`config.mk`:
```
export PLATFORM = sky130hd
export DESIGN_NAME = pipeline_hazard_ctrl
export DESIGN_NICKNAME = d
export VERILOG_FILES = /design/src/rtl/pipeline_hazard_ctrl.sv
export SDC_FILE = /design/constraint.sdc
export NUM_CORES = 1
export LEC_CHECK = 0
export CORE_ASPECT_RATIO = 1.1
export CORE_MARGIN = 10
export CORE_UTILIZATION = 25
export CTS_BUF_LIST = sky130_fd_sc_hd__clkbuf_4
export DETAILED_ROUTE_END_ITERATION = 8
export SYNTH_ARGS = -nofsm -noshare
export SYNTH_HDL_FRONTEND = slang
export SYNTH_SLANG_ARGS = --single-unit
```
`constraint.sdc`:
```
create_clock -name clk -period 3.95 [get_ports clk]
set_clock_uncertainty 0.2 [all_clocks]
set_input_delay 0.79 -clock clk [delete_from_list [all_inputs] [get_ports clk]]
set_output_delay 0.79 -clock clk [all_outputs]
set_load 0.05 [all_outputs]
```
`src/rtl/pipeline_hazard_ctrl.sv`:
```
// pipeline_hazard_ctrl: stall/flush sequencer for a 5-stage pipe with a data-memory wait-state FSM
module pipeline_hazard_ctrl #(
  parameter int WAIT_CYCLES = 4,
  parameter int FORWARD_EN  = 1,
  parameter int CNT_W       = 32
) (
  input  logic             clk,
  input  logic             rst,
  input  logic [4:0]       ID_src1,
  input  logic [4:0]       ID_src2,
  input  logic             ID_two_src,
  input  logic [4:0]       EXE_dest,
  input  logic             EXE_WB_En,
  input  logic             EXE_MEM_R_En,
  input  logic             Br_taken,
  input  logic [4:0]       MEM_dest,
  input  logic             MEM_WB_En,
  input  logic             MEM_R_En,
  input  logic             MEM_W_En,
  output logic             freeze_PC,
  output logic             freeze_IF_ID,
  output logic             flush_IF_ID,
  output logic             freeze_ID_EXE,
  output logic             flush_ID_EXE,
  output logic             freeze_EXE_MEM,
  output logic             flush_MEM_WB,
  output logic             mem_busy,
  output logic             mem_done,
  output logic [CNT_W-1:0] stall_count
);
  localparam int CW = WAIT_CYCLES > 1 ? $clog2(WAIT_CYCLES) : 1;
  localparam logic [CW-1:0] LOAD = WAIT_CYCLES > 0 ? CW'(WAIT_CYCLES - 1) : '0;
  typedef enum logic {S_IDLE, S_WAIT} state_t;
  state_t           r_state, w_next;
  logic [CW-1:0]    r_cnt, w_cnt_next;
  logic [CNT_W-1:0] r_stall_count;
  logic w_mem_req, w_stall, w_done, w_hz1, w_hz2, w_hazard, w_st, w_br, w_hz;
  assign w_mem_req = MEM_R_En | MEM_W_En;
  // With forwarding only a load in EXE cannot be bypassed in time
  assign w_hz1 = (ID_src1 != 5'd0) & ((FORWARD_EN != 0)
               ? (EXE_MEM_R_En & EXE_WB_En & (EXE_dest == ID_src1))
               : ((EXE_WB_En & (EXE_dest == ID_src1)) | (MEM_WB_En & (MEM_dest == ID_src1))));
  assign w_hz2 = ID_two_src & (ID_src2 != 5'd0) & ((FORWARD_EN != 0)
               ? (EXE_MEM_R_En & EXE_WB_En & (EXE_dest == ID_src2))
               : ((EXE_WB_En & (EXE_dest == ID_src2)) | (MEM_WB_En & (MEM_dest == ID_src2))));
  assign w_hazard = w_hz1 | w_hz2;
  always_comb begin
    w_next     = r_state;
    w_cnt_next = r_cnt;
    w_stall    = 1'b0;
    w_done     = 1'b0;
    if (r_state == S_IDLE) begin
      if (w_mem_req) begin
        if (WAIT_CYCLES > 0) begin
          w_stall    = 1'b1;
          w_next     = S_WAIT;
          w_cnt_next = LOAD;
        end else begin
          w_done = 1'b1;
        end
      end
    end else if (r_cnt != '0) begin
      w_stall    = 1'b1;
      w_cnt_next = r_cnt - CW'(1);
    end else begin
      w_done = 1'b1;
      w_next = S_IDLE;
    end
  end
  assign w_st = ~rst & w_stall;
  assign w_br = ~rst & ~w_stall & Br_taken;
  assign w_hz = ~rst & ~w_stall & ~Br_taken & w_hazard;
  assign freeze_PC      = w_st | w_hz;
  assign freeze_IF_ID   = w_st | w_hz;
  assign flush_IF_ID    = w_br;
  assign freeze_ID_EXE  = w_st;
  assign flush_ID_EXE   = w_br | w_hz;
  assign freeze_EXE_MEM = w_st;
  assign flush_MEM_WB   = w_st;
  assign mem_busy       = w_st;
  assign mem_done       = ~rst & w_done;
  assign stall_count    = r_stall_count;
  always_ff @(posedge clk) begin
    if (rst) begin
      r_state       <= S_IDLE;
      r_cnt         <= '0;
      r_stall_count <= '0;
    end else begin
      r_state <= w_next;
      r_cnt   <= w_cnt_next;
      if (freeze_PC && !(&r_stall_count)) r_stall_count <= r_stall_count + CNT_W'(1);
    end
  end
endmodule

```
==> out/metrics.yaml, run 1 <==
synth:
  syn_area_per_cell_um2: 8.376
  postSynthCellCount: 255
  synth_area_um2: 2136
  ys_seq_area_share_pct: 32.81
  ys_types: 44
  synth_ff_type: "dfxtp_1"
  synth-edff-count: 0
  async_flop_share_pct: 0
  ys_ff_latch: 35
  ys_warn_count: 0
  syn-num-nets: 286
clock_tree:
  cts_resized: 0
  clock_sinks: 35
  htree_levels: 2
  cts_hold_buf: 0
  post_cts_buffers: 0
  cts_tree: "done"
  clk_pin_slew_ns: 0.10
  clk_latency_ns: 0.34
  clk_path_buf_depth: 2
  numCtsBuffers: 5
  cts_root_buf: "clkbuf_4"
worst_setup_path:
  crit_type: "input pin to output port"
  crit_required_ns: 2.96
  cp.arrival_ns: 2.59
  max_stage_delay_ns: 0.40
  crit_path_cell_trace: "clkdlybuf4s50_1 > or3_4 > a211oi_2 > nand4b_1 > and3b_1 > inv_1 > buf_4"
  cp-end-kind: "output port"
  startpoint_type: "input pin"
  critPathSlowestCell: "clkdlybuf4s50_1"
  cp_max_fo: 5
hold_path:
  hold_class: "flop to flop"
power:
  peakVddDrop_v: 0.0001247
  power.leakage_nw: 0.9897
  powerDensity_nw_per_um2: 253.0
die:
  fp.dieH_um: 116.9
  rows: 35
  die-area_um2: 12640
  initial_core_util_pct: 25.53
  dieWidth_um: 108.1
  io_pins: 70
  coreArea_um2: 8364
route:
  wl_um: 6200
  drtPass1Iterations: 4
  avgRoutedWirePerCell_um: 14.76
  drt_iter0_drc: 176
  antenna_left: 0
  vias: 2186
  viasPerCell: 5.205
  route.detailed.drc: 0
outcome:
  status: "completed"
sta:
  fin_crit_sh_pct: 90.58
  setup_tns_ns: 0
  final-setup-viol-count: 0
  finalHoldViolCount: 0
  fin_crit_ns: 3.578
  worst_pin_slew_ns: 0.5753
  rsz0062_at_grt: "false"
  relSlewSlack_pct: 61.35
  fmax_mhz: 279.5
  drv_slew: 0
final_layout:
  fillerInstances: 865
  final_common_cell: "clkdlybuf4s50_1"
  mostFrequentLayoutCells: "clkdlybuf4s50_1, dfxtp_1, nand2_1"
  diodes: 0
  area_growth_pct: 37.20
  drive_above_1_share_pct: 11.65
  final_util_pct: 35.03
  finalNetCount: 341
global_routing:
  antenna_found_initial: 0
  gr-total-overflow: 0
  grt_max_degree: 56
  grt_pass1_wl_um: 10200
  grt_usage_pct: 9.779
  grt_pass1_vias: 2139
placed_design:
  dpl.hpwl_um: 4676
  io_buffer_count: 63
  gp_congestion: 0.7355
job:
  maxCapViolations: 0
==> flip-flops by register name (all words and copies together) (netlist names) <==
register / flops
r_cnt: 2
r_state: 1
stall_count: 32
==> synthesized netlist by cell type, types with 2 or more instances <==
cell type	n	area [um2]
buf_2	3	15.01
nand2_1	23	86.33
nor3_1	5	25.02
buf_6	5	56.30
inv_1	5	18.77
xnor2_1	4	35.03
nand3_1	15	75.07
and4_1	4	35.03
nand4b_1	2	17.52
dfxtp_1	35	700.7
xor2_1	4	35.03
o21ai_0	5	25.02
and3_1	7	43.79
o41ai_1	7	61.31
a21oi_1	18	90.09
and2_1	4	25.02
nor2_1	10	37.54
ha_1	2	25.02
or2_2	5	31.28
nand4_1	7	43.79
nor4_1	4	25.02
mux2_1	2	22.52
o31ai_1	13	97.59
nor3b_1	2	15.01
clkbuf_1	8	30.03
a22o_1	2	17.52
o311ai_0	8	70.07
or4_1	17	127.6
buf_4	5	37.54
nor2b_1	6	37.54
mux2_2	4	45.04
or3_1	2	12.51
==> final timing paths <==
check | from | end | slack, ns | cells past startpoint
max | MEM_W_En | freeze_PC | 0.37 | 7
min reg2reg | r_cnt[1]$_SDFFE_PP0P_ | r_cnt[1]$_SDFFE_PP0P_ | 0.30 | 1
max reg2reg | stall_count[3]$_SDFFE_PP0P_ | stall_count[23]$_SDFFE_PP0P_ | 1.22 | 6
min | r_cnt[1]$_SDFFE_PP0P_ | r_cnt[1]$_SDFFE_PP0P_ | 0.30 | 1
==> worst max-delay path: cells and delay by family <==
kind / cells / cell delay, ns
buffers and inverters: 3 / 0.88
AOI/OAI and AO/OA: 1 / 0.22
and+or+nand+nor: 3 / 0.70
==> per-layer routing <==
layer | routed length (um) | GRT usage (%) | vias to the layer above
li1 | - | - | 1084
met1 | 2647 | 11.18 | 1031
met2 | 2886 | 16.02 | 66
met3 | 612 | 4.326 | 5
met4 | 53 | 3.030 | 0
met5 | 0 | 0 | -
==> cells by family after synthesis <==
logic type | synth area share [%]
DFF | 32.81
adders and majority gates | 1.171
buffers and inverters | 7.381
AOI/OAI and AO/OA | 18.22
and+or+nand+nor | 33.98
xor gates and xnor gates | 3.280
muxes | 3.163
==> cell type report <==
cell class / instances / area, um2 / share of cell area [%]
Timing Repair Buffer: 69 / 740.7 / 25.28
Clock buffer: 6 / 45.04 / 1.537
Tap cell: 111 / 138.9 / 4.740
Multi-Input combinational cell: 194 / 1286 / 43.89
Sequential cell: 35 / 700.7 / 23.91
Inverter: 5 / 18.77 / 0.6405
==> where the power goes <==
| part | internal (mW) | leakage (nW) | switching [mW] |
|---|---|---|---|
| clock network | 0.0703 | 0.0276 | 0.117 |
| logic | 0.0790 | 0.679 | 0.108 |
| registers | 0.360 | 0.283 | 0.00684 |
| total | 0.510 | 0.990 | 0.232 |
==> through the flow <==
stage | setup WS, ns | cell area (um2) | std cells | power [mW] | hold WS [ns]
3_3_place_gp | 0.3631 | 2885 | 414 | 0.5614 | 0.2635
2_1_floorplan | 0.3090 | 2136 | 255 | 0.4924 | 0.2493
5_1_grt | 0.2730 | 2930 | 420 | 0.7787 | 0.3298
4_1_cts | 0.3425 | 2930 | 420 | 0.7518 | 0.2980
6_report | 0.3720 | 2930 | 420 | 0.7414 | 0.2966
3_5_place_dp | 0.3429 | 2885 | 414 | 0.5643 | 0.2722
Power figures use the tool's default switching activity.
==> run 2: changes to the inputs <==
- CORE_MARGIN: 10 -> 1.5
==> out/metrics.yaml, run 2 (synthesis gave the netlist of run 1 again) <==
clock_tree:
  cts_resized: 0
  cts_tree: "done"
  numCtsBuffers: 5
  clock_sinks: 35
  htree_levels: 2
  clk_path_buf_depth: 2
  clk_latency_ns: 0.35
  post_cts_buffers: 0
  cts_root_buf: "clkbuf_4"
  clk_pin_slew_ns: 0.10
  cts_hold_buf: 0
final_layout:
  area_growth_pct: 37.43
  final_cells: 421
  diodes: 0
  fillerInstances: 896
  finalNetCount: 340
  drive_above_1_share_pct: 11.94
  final_common_cell: "clkdlybuf4s50_1"
  largest_reg_flops: 32
  mostFrequentLayoutCells: "clkdlybuf4s50_1, dfxtp_1, nand2_1"
  design_area_um2: 2935
route:
  route.detailed.drc: 0
  wl_um: 5721
  drtPass1Iterations: 4
  viasPerCell: 5.209
  avgRoutedWirePerCell_um: 13.59
  vias: 2193
  antenna_left: 0
  drt_iter0_drc: 68
global_routing:
  grt_usage_pct: 12.50
  grt_max_degree: 56
  grt_pass1_wl_um: 9225
  grt_pass1_vias: 1958
  gr-total-overflow: 0
  antenna_found_initial: 0
outcome:
  status: "completed"
worst_setup_path:
  max_stage_delay_ns: 0.39
  cp_max_fo: 5
  reg2reg_slack_ns: 1.18
  cp_num_buf_inv: 3
  critPathSlowestCell: "clkdlybuf4s50_1"
  cp-end-kind: "output port"
  cp.arrival_ns: 2.54
  crit_required_ns: 2.96
  crit_type: "input pin to output port"
  crit_path_cell_trace: "clkdlybuf4s50_1 > or3_4 > a211oi_2 > nand4b_1 > and3b_1 > inv_1 > buf_4"
  path_delay_family: "buffers and inverters"
  startpoint_type: "input pin"
die:
  rows: 35
  fp.dieH_um: 99.94
  initial_core_util_pct: 25.67
  die-area_um2: 9107
  dieWidth_um: 91.13
  io_pins: 70
  coreArea_um2: 8320
power:
  powerDensity_nw_per_um2: 258.0
  combinationalPowerShare_pct: 24.1
  p_int_uw: 521.8
  switching_share_pct: 31.10
  power.leakage_nw: 0.9934
  power.switching_uw: 235.5
  power.share.sequential_pct: 48.5
  peakVddDrop_v: 0.0001010
  p_clk_share_pct: 27.4
sta:
  final-setup-viol-count: 0
  fmax_mhz: 283.2
  setup_tns_ns: 0
  drv_slew: 0
  timing.hold.ws_ns: 0.2953
  fin_crit_sh_pct: 89.40
  rsz0062_at_grt: "false"
  fin_crit_ns: 3.531
  finalHoldViolCount: 0
  relSlewSlack_pct: 59.69
  worst_pin_slew_ns: 0.6000
placed_design:
  dpl.hpwl_um: 4201
  placed_cell_area_um2: 2878
  gp_congestion: 0.7267
  dpl.cell_count: 413
  io_buffer_count: 63
hold_path:
  hold_class: "flop to flop"
job:
  maxCapViolations: 0
-- run 2: power groups by stage --
stage / clock network (mW) / registers [mW] / logic [mW]
floorplan: 0 / 0.381 / 0.111
global route: 0.230 / 0.369 / 0.197
detailed placement: 0 / 0.376 / 0.184
global placement: 0 / 0.375 / 0.182
CTS: 0.217 / 0.368 / 0.185
finish: 0.208 / 0.367 / 0.182
-- run 2: worst reg2reg max path, cell delays in order, from the launching register on --
cell	delay, ns
dfxtp_1	0.46
and4_4	0.29
nand4_2	0.32
nor3_1	0.62
nand2_1	0.21
nor3b_1	0.24
mux2_1	0.33
-- run 2: stage by stage --
step	total power, mW	utilization (%)	setup slack (ns)
2_1_floorplan	0.4924	-	0.3090
3_3_place_gp	0.5576	34.59	0.3875
3_5_place_dp	0.5602	34.59	0.3813
4_1_cts	0.7697	35.28	0.3810
5_1_grt	0.7952	35.28	0.2708
6_report	0.7572	35.28	0.4189
-- run 2: worst paths after layout --
check | start | to | cells after the start
hold reg to reg | r_cnt[1]$_SDFFE_PP0P_ | r_cnt[1]$_SDFFE_PP0P_ | 1
setup reg to reg | stall_count[3]$_SDFFE_PP0P_ | stall_count[23]$_SDFFE_PP0P_ | 6
hold / removal | r_cnt[1]$_SDFFE_PP0P_ | r_cnt[1]$_SDFFE_PP0P_ | 1
setup / recovery | MEM_W_En | freeze_IF_ID | 7
-- run 2: metal layers --
layer | share of wire [%] | GRT usage, %
met5 | 0 | 0
met4 | 1.6 | 4.688
met3 | 7.7 | 4.394
met2 | 48 | 21.24
met1 | 43 | 14.45
-- run 2: layout make-up --
cell class / instances / area [um2] / share of cell area (%)
multi-input cells: 194 / 1286 / 43.82
flip-flops and latches: 35 / 700.7 / 23.87
clock buffers: 7 / 52.55 / 1.790
inverters: 5 / 18.77 / 0.6394
well taps: 111 / 138.9 / 4.731
repair buffers: 68 / 733.2 / 24.98
clock inverters: 1 / 5.005 / 0.1705
==> run 3: changes to the inputs <==
- SLEW_MARGIN: default -> 10
==> results of run 3 <==
The final DEF is identical to that of run 2; final timing and power are the same.
